$ cat src/rtl/spi_sclk_gen.sv
// SPI serial-clock generator: programmable divisor, burst length and CPOL/CPHA, with sample/shift strobes.
// Latency: first SCLK edge div/2 cycles after start; o_done at (2*bits+1)*div/2; o_ready the cycle after.
// Backpressure: start and config are accepted only while o_ready=1; config writes outside IDLE are rejected.
module spi_sclk_gen #(
   parameter int DIV_W   = 8,
   parameter int BITS_W  = 6,
   parameter int RST_DIV = 4
) (
   input  logic              i_clk,
   input  logic              i_rst,
   input  logic              i_cfg_valid,
   input  logic [DIV_W-1:0]  i_cfg_div,
   input  logic [BITS_W-1:0] i_cfg_bits,
   input  logic              i_cfg_cpol,
   input  logic              i_cfg_cpha,
   input  logic              i_start,
   input  logic              i_abort,
   output logic              o_ready,
   output logic              o_sclk,
   output logic              o_sample,
   output logic              o_shift,
   output logic              o_done,
   output logic              o_cfg_err
);

   typedef enum logic [1:0] {IDLE, RUN, TAIL} state_t;

   localparam logic [DIV_W-2:0] H_ONE = (DIV_W-1)'(1);
   localparam logic [BITS_W:0]  E_ONE = (BITS_W+1)'(1);

   state_t              state, state_n;
   logic [DIV_W-1:0]    div_q, div_n;
   logic [BITS_W-1:0]   bits_q, bits_n;
   logic                cpol_q, cpol_n;
   logic                cpha_q, cpha_n;
   logic [DIV_W-2:0]    hcnt, hcnt_n;
   logic [BITS_W:0]     ecnt, ecnt_n;
   logic                sclk_n, sample_n, shift_n, done_n, cfg_err_n;

   logic                cfg_ok;
   logic [DIV_W-1:0]    eff_div;
   logic [BITS_W-1:0]   eff_bits;
   logic                eff_cpol, eff_cpha;
   logic [DIV_W-2:0]    half_m1;
   logic [BITS_W:0]     last_edge;
   logic [BITS_W:0]     ecnt_inc;

   // A write is legal only when idle, even, at least 2, and with a nonzero burst length.
   assign cfg_ok = i_cfg_valid && (state == IDLE) && !i_cfg_div[0]
                   && (|i_cfg_div[DIV_W-1:1]) && (|i_cfg_bits);

   // Accepted config is visible to a start in the same cycle; otherwise the stored copy is used.
   assign eff_div   = cfg_ok ? i_cfg_div  : div_q;
   assign eff_bits  = cfg_ok ? i_cfg_bits : bits_q;
   assign eff_cpol  = cfg_ok ? i_cfg_cpol : cpol_q;
   assign eff_cpha  = cfg_ok ? i_cfg_cpha : cpha_q;
   assign half_m1   = eff_div[DIV_W-1:1] - H_ONE;
   assign last_edge = {eff_bits, 1'b0};
   assign ecnt_inc  = ecnt + E_ONE;
   assign o_ready   = (state == IDLE);

   // Next-state and registered-output logic for the IDLE/RUN/TAIL sequencer.
   always_comb begin
      state_n   = state;
      hcnt_n    = hcnt;
      ecnt_n    = ecnt;
      sclk_n    = o_sclk;
      sample_n  = 1'b0;
      shift_n   = 1'b0;
      done_n    = 1'b0;
      cfg_err_n = i_cfg_valid && !cfg_ok;
      div_n     = eff_div;
      bits_n    = eff_bits;
      cpol_n    = eff_cpol;
      cpha_n    = eff_cpha;
      case (state)
         IDLE: begin
            sclk_n = eff_cpol;
            hcnt_n = '0;
            ecnt_n = '0;
            if (i_start) begin
               state_n = RUN;
               // The start cycle is position 0 of the first half period, so div=2 toggles at once.
               if (half_m1 == '0) begin
                  sclk_n   = ~eff_cpol;
                  ecnt_n   = E_ONE;
                  sample_n = ~eff_cpha;
                  shift_n  = eff_cpha;
               end else begin
                  hcnt_n = H_ONE;
               end
            end
         end
         RUN: begin
            if (i_abort) begin
               state_n = IDLE;
               sclk_n  = cpol_q;
               hcnt_n  = '0;
               ecnt_n  = '0;
            end else if (hcnt == half_m1) begin
               hcnt_n = '0;
               ecnt_n = ecnt_inc;
               sclk_n = ~o_sclk;
               if (ecnt_inc[0]) begin
                  // Odd edge count: leading edge.
                  sample_n = ~cpha_q;
                  shift_n  = cpha_q;
               end else begin
                  // Even edge count: trailing edge; mode 0 has nothing left to shift after the last one.
                  sample_n = cpha_q;
                  shift_n  = ~cpha_q && (ecnt_inc != last_edge);
               end
               if (ecnt_inc == last_edge) state_n = TAIL;
            end else begin
               hcnt_n = hcnt + H_ONE;
            end
         end
         TAIL: begin
            if (i_abort || o_done) begin
               state_n = IDLE;
               sclk_n  = cpol_q;
               hcnt_n  = '0;
               ecnt_n  = '0;
            end else if (hcnt == half_m1) begin
               done_n = 1'b1;
               hcnt_n = '0;
            end else begin
               hcnt_n = hcnt + H_ONE;
            end
         end
         default: state_n = IDLE;
      endcase
   end

   // State, config and output registers with synchronous reset.
   always_ff @(posedge i_clk) begin
      if (i_rst) begin
         state     <= IDLE;
         div_q     <= DIV_W'(RST_DIV);
         bits_q    <= BITS_W'(8);
         cpol_q    <= 1'b0;
         cpha_q    <= 1'b0;
         hcnt      <= '0;
         ecnt      <= '0;
         o_sclk    <= 1'b0;
         o_sample  <= 1'b0;
         o_shift   <= 1'b0;
         o_done    <= 1'b0;
         o_cfg_err <= 1'b0;
      end else begin
         state     <= state_n;
         div_q     <= div_n;
         bits_q    <= bits_n;
         cpol_q    <= cpol_n;
         cpha_q    <= cpha_n;
         hcnt      <= hcnt_n;
         ecnt      <= ecnt_n;
         o_sclk    <= sclk_n;
         o_sample  <= sample_n;
         o_shift   <= shift_n;
         o_done    <= done_n;
         o_cfg_err <= cfg_err_n;
      end
   end

endmodule
$ cat config.mk
export PLATFORM = sky130hd
export DESIGN_NAME = spi_sclk_gen
export DESIGN_NICKNAME = d
export VERILOG_FILES = /design/src/rtl/spi_sclk_gen.sv
export SDC_FILE = /design/constraint.sdc
export NUM_CORES = 1
export LEC_CHECK = 0
export CAP_MARGIN = 15
export CORE_MARGIN = 2
export CORE_UTILIZATION = 40
export DETAILED_ROUTE_END_ITERATION = 16
export PLACE_DENSITY = 0.64
export RECOVER_POWER = 100
export SYNTH_ARGS = -nofsm -noshare
export SYNTH_HDL_FRONTEND = slang
export SYNTH_SLANG_ARGS = --single-unit
$ cat constraint.sdc
create_clock -name i_clk -period 7.2 [get_ports i_clk]
set_input_delay 1.8 -clock i_clk [delete_from_list [all_inputs] [get_ports i_clk]]
set_output_delay 1.8 -clock i_clk [all_outputs]
set_load 0.01 [all_outputs]
==> impl_metrics.py, run 1 <==
metrics = {
    "placement": {
        "pre_cts_ws_ps": 1180,
        "gp_congestion": 0.856,
        "dp_hpwl_mm": 4.84,
        "numPortBuffers": 26,
    },
    "yosys": {
        "async_flop_share_pct": 0,
        "syn-cell-area_mm2": 0.00251,
        "synth_mux_area_share_pct": 4.14,
        "synthFlopType": "dfxtp_1",
        "synthXorXnorAreaFrac_pct": 7.73,
        "synth_cell_type_count": 59,
        "seq_area_frac_synth_pct": 28.7,
        "syn_inst": 294,
        "synth_compound_area_share_pct": 22.6,
        "synth.avg_cell_area_um2": 8.53,
        "synth_top_family_by_area": "simple AND/OR/NAND/NOR gates",
        "synth_nets": 324,
        "yosys_register_bits": 36,
        "yosysWarnings": 0,
        "yosys.area_share.adder_pct": 4.49,
        "synthSimpleGateAreaFrac_pct": 29.7,
        "synth_edf_count": 0,
    },
    "timing": {
        "rsz0062_at_grt": "false",
        "worstMarginPinSlew_ps": 814,
        "finalCritPeriodShare_pct": 86.6,
        "fin_crit_ps": 6230,
        "setup_viol": 0,
        "max-slew-margin-rel_pct": 45.2,
        "hold_viol_final": 0,
        "tns_ps": 0,
        "fmax_mhz": 160,
        "finalWorstSetupSlack_ps": 967,
        "skew_ps": 6.48,
        "holdWs_ps": 483,
        "slew_viol_final": 0,
    },
    "routing": {
        "vias_per_cell": 5.94,
        "drtPass1Iterations": 4,
        "wl_per_cell_um": 16.3,
        "dr_total_vias": 2366,
        "post-route-drc-count": 0,
        "first_iter_violations": 133,
        "detail-route-antenna-nets": 0,
        "wl_mm": 6.51,
    },
    "cells_and_area": {
        "multi_input_area_mm2": 0.00168,
        "final_cell_mix": "dfxtp_1, nor2_1, nand2_1",
        "area_growth_pct": 15.6,
        "nets": 353,
        "num_antenna_cells": 0,
        "nFillCells": 575,
        "mostFrequentLayoutCell": "dfxtp_1",
        "seq_area_um2": 721,
        "drive_gt1_share_pct": 8.05,
    },
    "critical_path": {
        "worstPathArrival_ps": 6450,
        "worstPathCellList": "dlygate4sd3_1 -> nand3b_1 -> a21oi_1 -> nand2_1 -> mux2i_1 -> ha_1 -> xor2_1 -> xnor2_1 -> or4_1 -> or4_1 -> o31ai_1 -> mux2i_1",
        "cpPeakStageDelay_ps": 700,
        "endpoint_kind": "flop",
        "worstPathRequired_ps": 7420,
        "slowest_stage": "a21oi_1",
        "critical_path_class": "input pin to flop",
        "critPathMaxFanout": 10,
        "reg2reg_slack_ps": 2210,
        "cp-start-kind": "input pin",
    },
    "grt": {
        "grt_max_degree": 35,
        "grt.total_usage_pct": 19.1,
        "grt_overflow": 0,
        "antenna_found_initial": 0,
        "grt_pass1_vias": 2240,
        "grt_pass1_wl_mm": 11.0,
    },
    "die": {
        "die_area_mm2": 0.00692,
        "die_y_um": 83.2,
        "start_util_pct": 41.9,
        "core_area_mm2": 0.00599,
        "fp.dieW_um": 83.2,
        "num_io_pins": 27,
        "rows": 28,
    },
    "clock_tree": {
        "clkTransAtPathRegs_ps": 80,
        "clkLatencyLatePin_ps": 280,
        "clock-sinks": 36,
        "clockRootBuffer": "clkbuf_8",
        "ctsResizeCount": 0,
        "htreeDepth": 2,
        "hold_buffers": 0,
        "clockBufferDepth": 2,
        "cts_inserted_buffers": 5,
        "post_cts_buffers": 0,
        "cts_tree": "built",
    },
    "power_and_ir_drop": {
        "combPwrFrac_pct": 41.5,
        "seqPwrFrac_pct": 36.8,
        "clkPwrFrac_pct": 21.7,
        "p_leak_uw": 0.00109,
        "intPower_uw": 394,
        "ir_drop_mv": 0.125,
        "switchingPower_uw": 246,
        "power_density_mw_per_mm2": 221,
        "switching_share_pct": 38.4,
    },
    "flow_run": {
        "maxCapViolCount": 0,
    },
    "status": {
        "status": "complete, no violations",
    },
    "worst_hold_path": {
        "hold_path_class": "flop to flop",
    },
}
==> cell families after synthesis <==
| group | after synthesis |
|---|---|
| buf+inv | 17 |
| flops | 36 |
| simple gates | 130 |
| mux | 10 |
| compound gates | 73 |
| fa+ha+maj | 9 |
| xor+xnor | 19 |
==> through the flow <==
| step | area [µm²] | instances | power, µW | util (%) |
|---|---|---|---|---|
| floorplan | 2510 | 294 | 439 | - |
| global placement | 2860 | 391 | 521 | 47.7 |
| detailed placement | 2860 | 391 | 522 | 47.7 |
| CTS | 2940 | 398 | 663 | 49.0 |
| global route | 2900 | 398 | 683 | 48.4 |
| finish | 2900 | 398 | 640 | 48.4 |
==> per-layer routing <==
metal / track usage, % / routed length, µm / part of all wire, % / vias up
met3: 4.08 / 233 / 3.6 / 6
met2: 29.6 / 2950 / 45 / 53
met1: 26.8 / 3260 / 50 / 1134
li1: - / - / - / 1173
met5: 0 / 0 / 0 / -
met4: 5.22 / 63 / 0.97 / 0
==> cell usage after synthesis (2+ instances only) <==
cell type	number	area share, %
nor3b_1	6	1.8
nand3b_1	2	0.60
or4_4	2	0.90
a31o_2	3	1.0
o311ai_0	2	0.70
a221oi_1	3	1.0
nand2_1	22	3.3
nand2b_1	7	1.7
a22oi_1	7	2.1
xnor3_1	2	1.8
xor2_1	7	2.4
nor4_1	5	1.2
a221o_1	2	0.80
a21oi_1	10	2.0
and4b_1	3	1.2
or4b_2	2	0.80
a211oi_1	4	1.2
o21ai_0	11	2.2
nor2b_1	6	1.5
or3_1	3	0.75
a31oi_1	2	0.50
nor3_1	6	1.2
o21ai_1	2	0.40
clkbuf_1	7	1.0
ha_1	9	4.5
nand4_1	2	0.50
dfxtp_1	36	29
nand3_1	20	4.0
and3_1	5	1.2
mux2_2	3	1.3
or2_2	4	1.0
or4_1	5	1.5
a211o_1	3	1.0
and2_1	2	0.50
o211ai_1	5	1.5
inv_1	8	1.2
nor2_1	24	3.6
xnor2_1	10	3.5
a41oi_1	2	0.70
nor4_4	2	1.7
mux2i_1	7	2.8
o22ai_1	2	0.50
o211a_1	3	1.2
==> state kept, by name (all words and copies together) (netlist names) <==
register,cells
o_cfg_err,1
cpol_q,1
bits_q,6
ecnt,7
o_done,1
o_sclk,1
div_q,7
state,2
o_sample,1
o_shift,1
hcnt,7
cpha_q,1
==> area by class of cell <==
class                           instances  share of cell area [%]
Timing Repair Buffer                   30                    10.0
Sequential cell                        36                    24.9
Inverter                                9                    1.17
Clock inverter                          1                   0.173
Clock buffer                            6                    2.50
Multi-Input combinational cell        241                    58.0
Tap cell                               75                    3.24
==> worst paths after layout <==
kind | depth (start not counted) | startpoint | endpoint
worst max-delay path | 12 | i_cfg_valid | state[0]
worst min-delay path | 2 | ecnt[1] | ecnt[1]
worst max register to register | 13 | state[0] | state[0]
worst min register to register | 2 | ecnt[1] | ecnt[1]
==> power by group through the flow <==
stage,clock [µW],combinational (µW),sequential [µW]
floorplan,0,203,236
global placement,0,281,240
detailed placement,0,282,240
CTS,142,286,236
global route,151,293,239
finish,139,265,236
==> worst max-delay path, delay by kind of cell <==
kind            cells  cell delay, ps
xor+xnor            2             320
buf+inv             1             560
compound gates      2            1090
fa+ha+maj           1             260
simple gates        4            1850
mux                 2             580
(Power assumes the default switching activity.)
==> inputs of run 2 (changes only) <==
- clock period: 7.2 -> 6.32 ns (I/O delays scaled with it)
==> impl_metrics.py, run 2 (synthesis results as in run 1) <==
metrics = {
    "clock_tree": {
        "clock-sinks": 36,
        "clockBufferDepth": 2,
        "cts_tree": "built",
        "cts_inserted_buffers": 5,
        "post_cts_buffers": 0,
        "clkTransAtPathRegs_ps": 80,
        "hold_buffers": 0,
        "htreeDepth": 2,
        "clkLatencyLatePin_ps": 290,
        "ctsResizeCount": 0,
        "clockRootBuffer": "clkbuf_8",
    },
    "cells_and_area": {
        "final_cell_mix": "dfxtp_1, nor2_1, nand2_1",
        "num_antenna_cells": 0,
        "multi_input_area_mm2": 0.00169,
        "mostFrequentLayoutCell": "dfxtp_1",
        "nFillCells": 595,
        "reg_top3": "div_q (7), ecnt (7), hcnt (7)",
        "area_growth_pct": 16.8,
        "post-route-util_pct": 48.9,
        "seq_area_um2": 721,
        "nets": 355,
        "drive_gt1_share_pct": 7.98,
    },
    "timing": {
        "worstMarginPinSlew_ps": 774,
        "fmax_mhz": 176,
        "tns_ps": 0,
        "rsz0062_at_grt": "false",
        "max-slew-margin-rel_pct": 48.4,
        "skew_ps": 6.35,
        "setup_viol": 0,
        "slew_viol_final": 0,
        "hold_viol_final": 0,
        "finalCritPeriodShare_pct": 89.9,
        "fin_crit_ps": 5680,
    },
    "grt": {
        "grt_use_met1_pct": 27.2,
        "antenna_found_initial": 0,
        "grt_pass1_vias": 2126,
        "grt.total_usage_pct": 18.7,
        "grt_pass1_wl_mm": 10.7,
        "use_met2_pct": 28.4,
        "grt_max_degree": 35,
        "grt_overflow": 0,
        "grt-busiest-layer": "met2",
        "grt_util_met3_pct": 3.08,
    },
    "routing": {
        "dr_total_vias": 2423,
        "first_iter_violations": 145,
        "post-route-drc-count": 0,
        "wl_per_cell_um": 16.2,
        "wl_mm": 6.51,
        "drtPass1Iterations": 4,
        "vias_per_cell": 6.04,
        "detail-route-antenna-nets": 0,
    },
    "placement": {
        "gp_congestion": 0.865,
        "dp_hpwl_mm": 4.81,
        "numPortBuffers": 26,
    },
    "status": {
        "status": "complete, no violations",
    },
    "die": {
        "rows": 28,
        "fp.dieW_um": 83.2,
        "core_area_mm2": 0.00599,
        "num_io_pins": 27,
        "die_area_mm2": 0.00692,
        "die_y_um": 83.2,
        "start_util_pct": 41.9,
    },
    "worst_hold_path": {
        "holdPathStages": 2,
        "hold_path_class": "flop to flop",
        "hold_end": "ecnt[1]",
        "hp-start": "ecnt[1]",
    },
    "critical_path": {
        "critical_path_class": "input pin to flop",
        "worstPathRequired_ps": 6540,
        "cpPeakStageDelay_ps": 690,
        "crit_start": "i_cfg_bits[2]",
        "worstPathCellList": "dlygate4sd3_1 -> nor4_4 -> a21oi_1 -> nand2_1 -> mux2i_1 -> ha_1 -> xor2_1 -> xnor2_1 -> or4_1 -> or4_1 -> o31ai_1 -> mux2i_1",
        "endpoint_kind": "flop",
        "reg2reg_slack_ps": 1630,
        "slowest_stage": "dlygate4sd3_1",
        "reg2reg_to": "state[0]",
        "worstPathArrival_ps": 5900,
        "critPathTopFamily": "simple AND/OR/NAND/NOR gates",
        "critPathMaxFanout": 9,
        "r2r-start": "state[0]",
        "cp-start-kind": "input pin",
        "critPathBufInv": 1,
        "reg2reg_depth": 13,
    },
    "power_and_ir_drop": {
        "power_density_mw_per_mm2": 257,
        "p_leak_uw": 0.00110,
        "ir_drop_mv": 0.165,
    },
    "flow_run": {
        "maxCapViolCount": 0,
    },
}
run 2: layer usage:
| metal | vias up | share of wire [%] |
|---|---|---|
| met3 | 9 | 4.8 |
| met4 | 0 | 1.3 |
| met2 | 72 | 45 |
| met5 | - | 0 |
| li1 | 1185 | - |
| met1 | 1157 | 49 |
run 2: cell type report:
| class | instances | share of cell area, % |
|---|---|---|
| clock buffers | 8 | 3.08 |
| flip-flops and latches | 36 | 24.6 |
| well taps | 75 | 3.21 |
| inverters | 9 | 1.15 |
| repair buffers | 32 | 10.2 |
| multi-input cells | 241 | 57.8 |
run 2: worst max-delay path by stage:
stage / end / slack [ps] / cells past startpoint
3_3_place_gp: ecnt[6] / 820 / 12
6_report: state[0] / 640 / 12
2_1_floorplan: o_sclk / 1350 / 11
4_1_cts: ecnt[5] / 950 / 12
5_1_grt: ecnt[4] / 410 / 12
3_5_place_dp: ecnt[5] / 660 / 12
run 2: worst reg2reg max path: stages (launching register included):
cell and delay (ps):
dfxtp_1 340, inv_1 110, ha_1 310, nand3b_1 290, a21oi_1 690, nand2_1 180
mux2i_1 320, ha_1 260, xor2_1 200, xnor2_1 90, or4_1 610, or4_1 630
o31ai_1 380, mux2i_1 220
run 2: where the power goes:
group          total, µW  leakage [µW]  internal, µW  switching, µW
registers            268      0.000293           249           19.6
logic                309      0.000760           129            181
clock network        174     0.0000455          89.1           84.9
total                752       0.00110           466            285
run 2: per-stage QoR:
stage,setup WS [ps],hold slack [ps],power [µW],cells,area [µm²]
CTS,952,494,774,401,2970
finish,641,489,752,401,2930
global placement,820,475,595,393,2880
global route,412,520,803,401,2930
detailed placement,657,484,597,393,2880
floorplan,1350,455,500,294,2510
==> inputs of run 3 (changes only) <==
- TNS_END_PERCENT: not set -> 5
==> results of run 3 <==
No change in the layout: final DEF, timing and power equal those of run 2.
